### config.mk
export PLATFORM = sky130hd
export DESIGN_NAME = id_ex_shift_stage
export DESIGN_NICKNAME = d
export VERILOG_FILES = /design/src/rtl/id_ex_shift_stage.sv
export SDC_FILE = /design/constraint.sdc
export NUM_CORES = 1
export LEC_CHECK = 0
export ABC_AREA = 1
export ABC_CLOCK_PERIOD_IN_PS = 2200
export BUFFER_PORTS_ARGS = -buffer_cell sky130_fd_sc_hd__buf_2
export CAP_MARGIN = 20
export CORE_MARGIN = 1
export CORE_UTILIZATION = 35
export CTS_BUF_LIST = sky130_fd_sc_hd__clkbuf_4
export CTS_CLUSTER_SIZE = 24
export DETAILED_ROUTE_END_ITERATION = 7
export PLACE_DENSITY_LB_ADDON = 0.3
export RECOVER_POWER = 100
export SYNTH_ARGS = -nofsm -noshare
export SYNTH_HDL_FRONTEND = slang
export SYNTH_SLANG_ARGS = --single-unit
### constraint.sdc
create_clock -name clk -period 2.2 [get_ports clk]
set_clock_uncertainty 0.05 [all_clocks]
set_input_delay 0.44 -clock clk [delete_from_list [all_inputs] [get_ports clk]]
set_output_delay 0.44 -clock clk [all_outputs]
set_load 0.005 [all_outputs]
### src/rtl/id_ex_shift_stage.sv
// ---------------------------------------------------------------------------
// id_ex_shift_stage
//
// ID/EX pipeline register for shift-class R-type instructions. It captures
// the decoded instruction, forwards rt (and rs for variable shifts) from the
// EX/MEM and MEM/WB stages, and presents operand, amount, operation and
// write-back control to the EX-stage barrel shifter.
//
// Build option:
//   SHIFT_VAR_EN  - when defined, sllv/srlv/srav are accepted and the shift
//                   amount comes from forwarded rs[4:0]. When undefined those
//                   codes load as bubbles and the rs path is not built.
//
// Ports:
//   clk, rst                 clock, synchronous active-high reset
//   id_valid                 ID slot holds a real instruction
//   id_funct                 R-type funct field
//   id_shamt                 instruction shamt field
//   id_rs_addr/rt_addr/rd_addr  register specifiers
//   id_rs_data/rt_data       register-file read data
//   stall                    hold this stage (forwarded data still refreshes)
//   flush                    turn the EX slot into a bubble (beats stall)
//   exmem_*                  EX/MEM forwarding source (highest priority)
//   memwb_*                  MEM/WB forwarding source
//   ex_valid                 EX holds a valid shift instruction
//   ex_shift_data            forwarded rt value, 0 when not valid
//   ex_shift_amt             shift amount, 0 when not valid
//   ex_shift_op              00 sll, 01 srl, 11 sra, 10 none
//   ex_rd_addr               destination register
//   ex_wr_en                 result must be written back (never to $zero)
// ---------------------------------------------------------------------------
module id_ex_shift_stage #(
    parameter int DATA_W = 32,
    parameter int REG_AW = 5
) (
    input  logic              clk,
    input  logic              rst,
    input  logic              id_valid,
    input  logic [5:0]        id_funct,
    input  logic [4:0]        id_shamt,
    input  logic [REG_AW-1:0] id_rs_addr,
    input  logic [REG_AW-1:0] id_rt_addr,
    input  logic [REG_AW-1:0] id_rd_addr,
    input  logic [DATA_W-1:0] id_rs_data,
    input  logic [DATA_W-1:0] id_rt_data,
    input  logic              stall,
    input  logic              flush,
    input  logic              exmem_wr_en,
    input  logic [REG_AW-1:0] exmem_rd_addr,
    input  logic [DATA_W-1:0] exmem_result,
    input  logic              memwb_wr_en,
    input  logic [REG_AW-1:0] memwb_rd_addr,
    input  logic [DATA_W-1:0] memwb_result,
    output logic              ex_valid,
    output logic [DATA_W-1:0] ex_shift_data,
    output logic [4:0]        ex_shift_amt,
    output logic [1:0]        ex_shift_op,
    output logic [REG_AW-1:0] ex_rd_addr,
    output logic              ex_wr_en
);

    localparam int SHAMT_W = 5;

    localparam logic [1:0] OP_SLL  = 2'b00;
    localparam logic [1:0] OP_SRL  = 2'b01;
    localparam logic [1:0] OP_SRA  = 2'b11;
    localparam logic [1:0] OP_NONE = 2'b10;

    // ------------------------------------------------------------------
    // Decode of the instruction currently in ID
    // ------------------------------------------------------------------
    logic       id_is_shift;
    logic [1:0] id_op;
    logic       id_is_var;

    always_comb begin
        id_is_shift = 1'b0;
        id_op       = OP_NONE;
        id_is_var   = 1'b0;
        case (id_funct)
            6'b000000: begin id_is_shift = 1'b1; id_op = OP_SLL; end
            6'b000010: begin id_is_shift = 1'b1; id_op = OP_SRL; end
            6'b000011: begin id_is_shift = 1'b1; id_op = OP_SRA; end
`ifdef SHIFT_VAR_EN
            6'b000100: begin id_is_shift = 1'b1; id_op = OP_SLL; id_is_var = 1'b1; end
            6'b000110: begin id_is_shift = 1'b1; id_op = OP_SRL; id_is_var = 1'b1; end
            6'b000111: begin id_is_shift = 1'b1; id_op = OP_SRA; id_is_var = 1'b1; end
`endif
            default: ;
        endcase
    end

    // ------------------------------------------------------------------
    // Stage registers
    // ------------------------------------------------------------------
    logic               valid_q,   valid_d;
    logic [1:0]         op_q,      op_d;
    logic [SHAMT_W-1:0] shamt_q,   shamt_d;
    logic [REG_AW-1:0]  rt_addr_q, rt_addr_d;
    logic [REG_AW-1:0]  rd_addr_q, rd_addr_d;
    logic [DATA_W-1:0]  rt_data_q, rt_data_d;
    logic [DATA_W-1:0]  fwd_rt;

`ifdef SHIFT_VAR_EN
    logic               var_q,     var_d;
    logic [REG_AW-1:0]  rs_addr_q, rs_addr_d;
    logic [DATA_W-1:0]  rs_data_q, rs_data_d;
    logic [DATA_W-1:0]  fwd_rs;
`else
    // rs is not needed when only immediate shifts exist.
    logic unused_rs;
    assign unused_rs = ^{id_rs_addr, id_rs_data, id_is_var};
`endif

    // ------------------------------------------------------------------
    // Forwarding on the registered source fields. $zero never forwards;
    // EX/MEM is younger than MEM/WB so it wins.
    // ------------------------------------------------------------------
    always_comb begin
        fwd_rt = rt_data_q;
        if (rt_addr_q != '0) begin
            if (exmem_wr_en && (exmem_rd_addr == rt_addr_q)) begin
                fwd_rt = exmem_result;
            end else if (memwb_wr_en && (memwb_rd_addr == rt_addr_q)) begin
                fwd_rt = memwb_result;
            end
        end
    end

`ifdef SHIFT_VAR_EN
    always_comb begin
        fwd_rs = rs_data_q;
        if (rs_addr_q != '0) begin
            if (exmem_wr_en && (exmem_rd_addr == rs_addr_q)) begin
                fwd_rs = exmem_result;
            end else if (memwb_wr_en && (memwb_rd_addr == rs_addr_q)) begin
                fwd_rs = memwb_result;
            end
        end
    end

    // Only the low five bits of rs set a shift amount.
    logic unused_rs_hi;
    assign unused_rs_hi = ^fwd_rs[DATA_W-1:SHAMT_W];
`endif

    // ------------------------------------------------------------------
    // Next state: flush > stall > load (reset handled in the flop block)
    // ------------------------------------------------------------------
    always_comb begin
        valid_d   = valid_q;
        op_d      = op_q;
        shamt_d   = shamt_q;
        rt_addr_d = rt_addr_q;
        rd_addr_d = rd_addr_q;
        rt_data_d = rt_data_q;
`ifdef SHIFT_VAR_EN
        var_d     = var_q;
        rs_addr_d = rs_addr_q;
        rs_data_d = rs_data_q;
`endif
        if (flush) begin
            valid_d = 1'b0;
        end else if (stall) begin
            // Capture forwarded values so a producer that retires during
            // the stall is still seen after it leaves the pipeline.
            rt_data_d = fwd_rt;
`ifdef SHIFT_VAR_EN
            rs_data_d = fwd_rs;
`endif
        end else begin
            valid_d   = id_valid && id_is_shift;
            op_d      = id_op;
            shamt_d   = id_shamt;
            rt_addr_d = id_rt_addr;
            rd_addr_d = id_rd_addr;
            rt_data_d = id_rt_data;
`ifdef SHIFT_VAR_EN
            var_d     = id_is_var;
            rs_addr_d = id_rs_addr;
            rs_data_d = id_rs_data;
`endif
        end
    end

    always_ff @(posedge clk) begin
        if (rst) begin
            valid_q   <= 1'b0;
            op_q      <= '0;
            shamt_q   <= '0;
            rt_addr_q <= '0;
            rd_addr_q <= '0;
            rt_data_q <= '0;
`ifdef SHIFT_VAR_EN
            var_q     <= 1'b0;
            rs_addr_q <= '0;
            rs_data_q <= '0;
`endif
        end else begin
            valid_q   <= valid_d;
            op_q      <= op_d;
            shamt_q   <= shamt_d;
            rt_addr_q <= rt_addr_d;
            rd_addr_q <= rd_addr_d;
            rt_data_q <= rt_data_d;
`ifdef SHIFT_VAR_EN
            var_q     <= var_d;
            rs_addr_q <= rs_addr_d;
            rs_data_q <= rs_data_d;
`endif
        end
    end

    // ------------------------------------------------------------------
    // Outputs: data and amount are zeroed for bubbles so nothing stale
    // reaches the shifter.
    // ------------------------------------------------------------------
    assign ex_valid      = valid_q;
    assign ex_shift_data = valid_q ? fwd_rt : '0;
    assign ex_shift_op   = valid_q ? op_q : OP_NONE;
    assign ex_rd_addr    = rd_addr_q;
    assign ex_wr_en      = valid_q && (rd_addr_q != '0);

`ifdef SHIFT_VAR_EN
    assign ex_shift_amt  = !valid_q ? '0 :
                           (var_q ? fwd_rs[SHAMT_W-1:0] : shamt_q);
`else
    assign ex_shift_amt  = valid_q ? shamt_q : '0;
`endif

endmodule
==> impl_summary.md <==
Synthesis
The proportion of synthesized flip-flops having asynchronous set or reset is 0. The share of Yosys cell area claimed by the top area cell type is 0.2781. In the post-synthesis netlist, the cell with the most instances is nand2_1. By area the synthesized netlist is led by dfxtp_1, nand2_1, nor2_1. The post-synthesis sequential element count is 50. The total of warnings raised by yosys is 0. The mean instance size in the synthesized netlist is 5.806 µm². Counting flops with a built-in enable in the synthesized netlist gives 0.

Counting instances in the post-synthesis netlist gives the leading cell types as nand2_1, nor2_1, inv_1. After synthesis, the netlist uses 21 different library cells. Synthesis produced a netlist with a net count of between 700 and 800.

The synthesized netlist occupies a cell area of between 3000 and 4000 µm². The leading register cell type out of synthesis is dfxtp_1. The cell taking the most area after synthesis is dfxtp_1. For this run, the register share of the synthesized area comes to 0.2781. The instance count of the mapped netlist is 620.

Placement
In this run the tool buffered the top-level ports with 179 buffer cells. Detailed placement finished with a half-perimeter wire length of 7.961 mm. The placement-stage cell area is approximately 4700 µm². Routability-driven placement finished with a final weighted congestion of 0.8226.

Critical path
STA classifies the critical path startpoint as a flip-flop. The worst setup path category is flip-flop to primary output. The startpoint identified for the worst register-to-register timing path is rt_addr_q[1]$_SDFFE_PP0P_.

Data on the critical path is required at its endpoint by 1.71 ns. Data on the critical path arrives at its endpoint at 2.01 ns. The type of element capturing the critical path is a primary output. The worst-path maximum fanout is 10.

The startpoint of the most critical setup path is rt_addr_q[1]$_SDFFE_PP0P_.

GRT
For this run, the total global-route usage over all layers was measured as 0.2023. The first global-routing pass estimated 17.03 mm of wire. Summed over all layers, the global routing overflow is 0. Entering global routing, the biggest net connects 32 pins. The via count of the first global-routing pass came to 3882. The number of antenna violations at the first check in global routing is 0.

Drt
The vias after detailed routing is ~4400. Once detail routing completed, the nets flagged for antenna violations numbered 0. The first routing iteration left 94 violations. The average wire per cell in the routed design is between 10 and 15 µm. The detailed-route wire length is 11.03 mm.

In the routed design, unresolved DRC markers number 0. The first detailed-routing pass ran for 6 iterations. The post-detailed-route via-to-cell ratio is 4.751.

Floorplanning
In this run the count of I/O pins placed on the die edge is 217. From bottom edge to top edge, the die measures 103.4 µm. For this configuration, the core starts out at a cell density of 0.3649.

The floorplan step set the die width to 103.4 µm. The number of cell rows is 36. The full die area is 10690 µm².

The core outline area is 9864 µm².

Finish
The synthesis-to-finish area growth is 37.75%. For this run, the post-layout net count is 970. For this run, the share of the core covered by cells in the final layout is 0.5027. The fraction of layout instances using a drive strength above 1 is 0.3675. The cell area after layout is 4959 µm². After filler insertion, the fill cell instance count of the layout stands at 1007. The number of diodes is 0.

STA
Counting I/O delays and the setup requirement, the final critical path takes 2.501 ns. The highest achievable clock rate is 399.9 MHz. Dividing the final minimum period by the clock period gives 1.137. At the pin with the least slew margin, the transition time is 0.7961 ns.

Setup repair after global routing could not meet its margin everywhere. Setup violations remaining at the end of the flow were counted as 32. The smallest setup slack after layout is -0.3007 ns.

The count of endpoints failing hold in the final timing report is 0. The final number of max-transition violations is 0. The max-slew headroom at the worst pin is 0.4673.

Clock tree
The number of buffers inserted by hold repair at cts is 0. The root buffer cell chosen for the clock tree is clkbuf_4. The number of clock buffers added by TritonCTS is 5. In this run the deepest clock path goes through 2 buffers. After clock tree synthesis, the clock-pin slew on the worst setup and hold paths is around 0.17 ns. The number of H-tree levels is 2.

The number of clock sinks is 50. The clock insertion delay at the later pin of the skew report is around 0.38 ns. The CTS tree is yes.

Run status
The checks that failed: negative setup slack. The run finished, with violations left.

Hold path
The startpoint identified for the worst hold timing path is id_shamt[2]. The class of the tightest hold or removal check is primary input to flip-flop.

Power and ir drop
The internal portion of the total power is 0.001362 W. Of the total power, the share spent switching nets is 0.3343. The design draws between 0.002 and 0.0025 W. For this design the static power due to leakage is approximately 2.6 nW. The fraction of power consumed by the clock network is 0.215. Across the VDD grid, the largest voltage drop is 0.0002214 V. Of the total power, combinational logic draws 0.299. The net switching power of the design is 0.0006839 W.

Of the total power, registers draw 0.486. The power density over the cells is 412.6 nW/µm².

Flow run
The max capacitance violation total is 0.
==> stage by stage <==
stage | std cells | TNS [ns] | worst slack (ns) | hold WS, ns
6_report | 933 | -7.789 | -0.3007 | 0.2132
5_1_grt | 933 | -12.36 | -0.4410 | 0.2074
4_1_cts | 933 | -8.109 | -0.3106 | 0.2030
3_5_place_dp | 921 | -1.893 | -0.1299 | 0.3930
3_3_place_gp | 921 | -0.3815 | -0.08807 | 0.3894
2_1_floorplan | 620 | 0 | 0.3096 | 0.3706
==> layout make-up <==
| class | instances | area [µm²] | share of cell area |
|---|---|---|---|
| Clock buffer | 5 | 37.54 | 0.007570 |
| Clock inverter | 3 | 21.27 | 0.004290 |
| Inverter | 79 | 296.5 | 0.05980 |
| Multi-Input combinational cell | 453 | 2200 | 0.4436 |
| Sequential cell | 50 | 1007 | 0.2031 |
| Tap cell | 133 | 166.4 | 0.03356 |
| Timing Repair Buffer | 210 | 1230 | 0.2480 |
==> power groups by stage <==
stage          Combinational (W)  Clock (W)  Sequential [W]
6_report                0.000612   0.000440        0.000994
5_1_grt                 0.000688   0.000508         0.00100
4_1_cts                 0.000611   0.000467        0.000994
3_5_place_dp            0.000581          0         0.00101
3_3_place_gp            0.000565          0         0.00101
2_1_floorplan           0.000351          0         0.00101
==> flip-flops by register name, indices dropped and copies added (netlist names) <==
register and cells:
shamt_q 5, rt_addr_q 5, rt_data_q 32, op_q 2, ex_valid 1, ex_rd_addr 5
==> per-layer routing <==
layer	routed length (µm)	GRT usage	up-vias
met5	0	0	-
met4	178	0.06934	0
met3	664	0.03495	15
met2	5278	0.3632	145
met1	4906	0.2424	1988
li1	-	-	2285
==> logic make-up (layout without fill, tap and decap cells) <==
group | count (synthesis) | count (layout) | synth area share
AOI/OAI and AO/OA | 111 | 111 | 0.1821
and+or+nand+nor | 342 | 342 | 0.3997
DFF | 50 | 50 | 0.2781
buffers and inverters | 117 | 297 | 0.1401
==> critical path, cell delays in order (launching register included) <==
cell and delay [ns]:
dfxtp_2 0.37, nand2_1 0.09, nand2_1 0.06, nor2_1 0.17, nand3_4 0.18, buf_4 0.22, nor2_1 0.09, nor2_1 0.05
nand2_1 0.05, o21ai_0 0.11, nor2_1 0.11, buf_2 0.12
==> layout by cell type, fill, tap and decap left out, types with 9 or more instances in the layout <==
| cell type | netlist | layout |
|---|---|---|
| buf_2 | 10 | 175 |
| nand2_1 | 139 | 137 |
| nor2_1 | 133 | 120 |
| inv_1 | 74 | 74 |
| dfxtp_1 | 50 | 45 |
| nor2_2 | 22 | 31 |
| a21oi_1 | 28 | 28 |
| o21ai_0 | 29 | 27 |
| nand3_1 | 23 | 23 |
| o21ai_1 | 20 | 22 |
| a22oi_1 | 22 | 22 |
| buf_4 | 0 | 21 |
| nand2_2 | 21 | 18 |
| o21ai_2 | 10 | 9 |
==> repair_timing <==
action,CTS,global route
endpoints found under the setup margin,32,32
pin swaps,2,2
gates resized for setup,23,13
gates cloned,2,0
buffers inserted,2,0
==> path summary, 6_finish.rpt <==
| path | cells past startpoint | slack (ns) | to |
|---|---|---|---|
| setup / recovery | 11 | -0.30 | ex_shift_data[2] |
| hold / removal | 3 | 0.21 | shamt_q[2]$_SDFFE_PP0P_ |
| setup reg to reg | 11 | 0.46 | rt_data_q[31]$_SDFFE_PP0N_ |
| hold reg to reg | 2 | 0.42 | rt_data_q[2]$_SDFFE_PP0N_ |
Note: power is estimated with default switching activity, not from simulation.
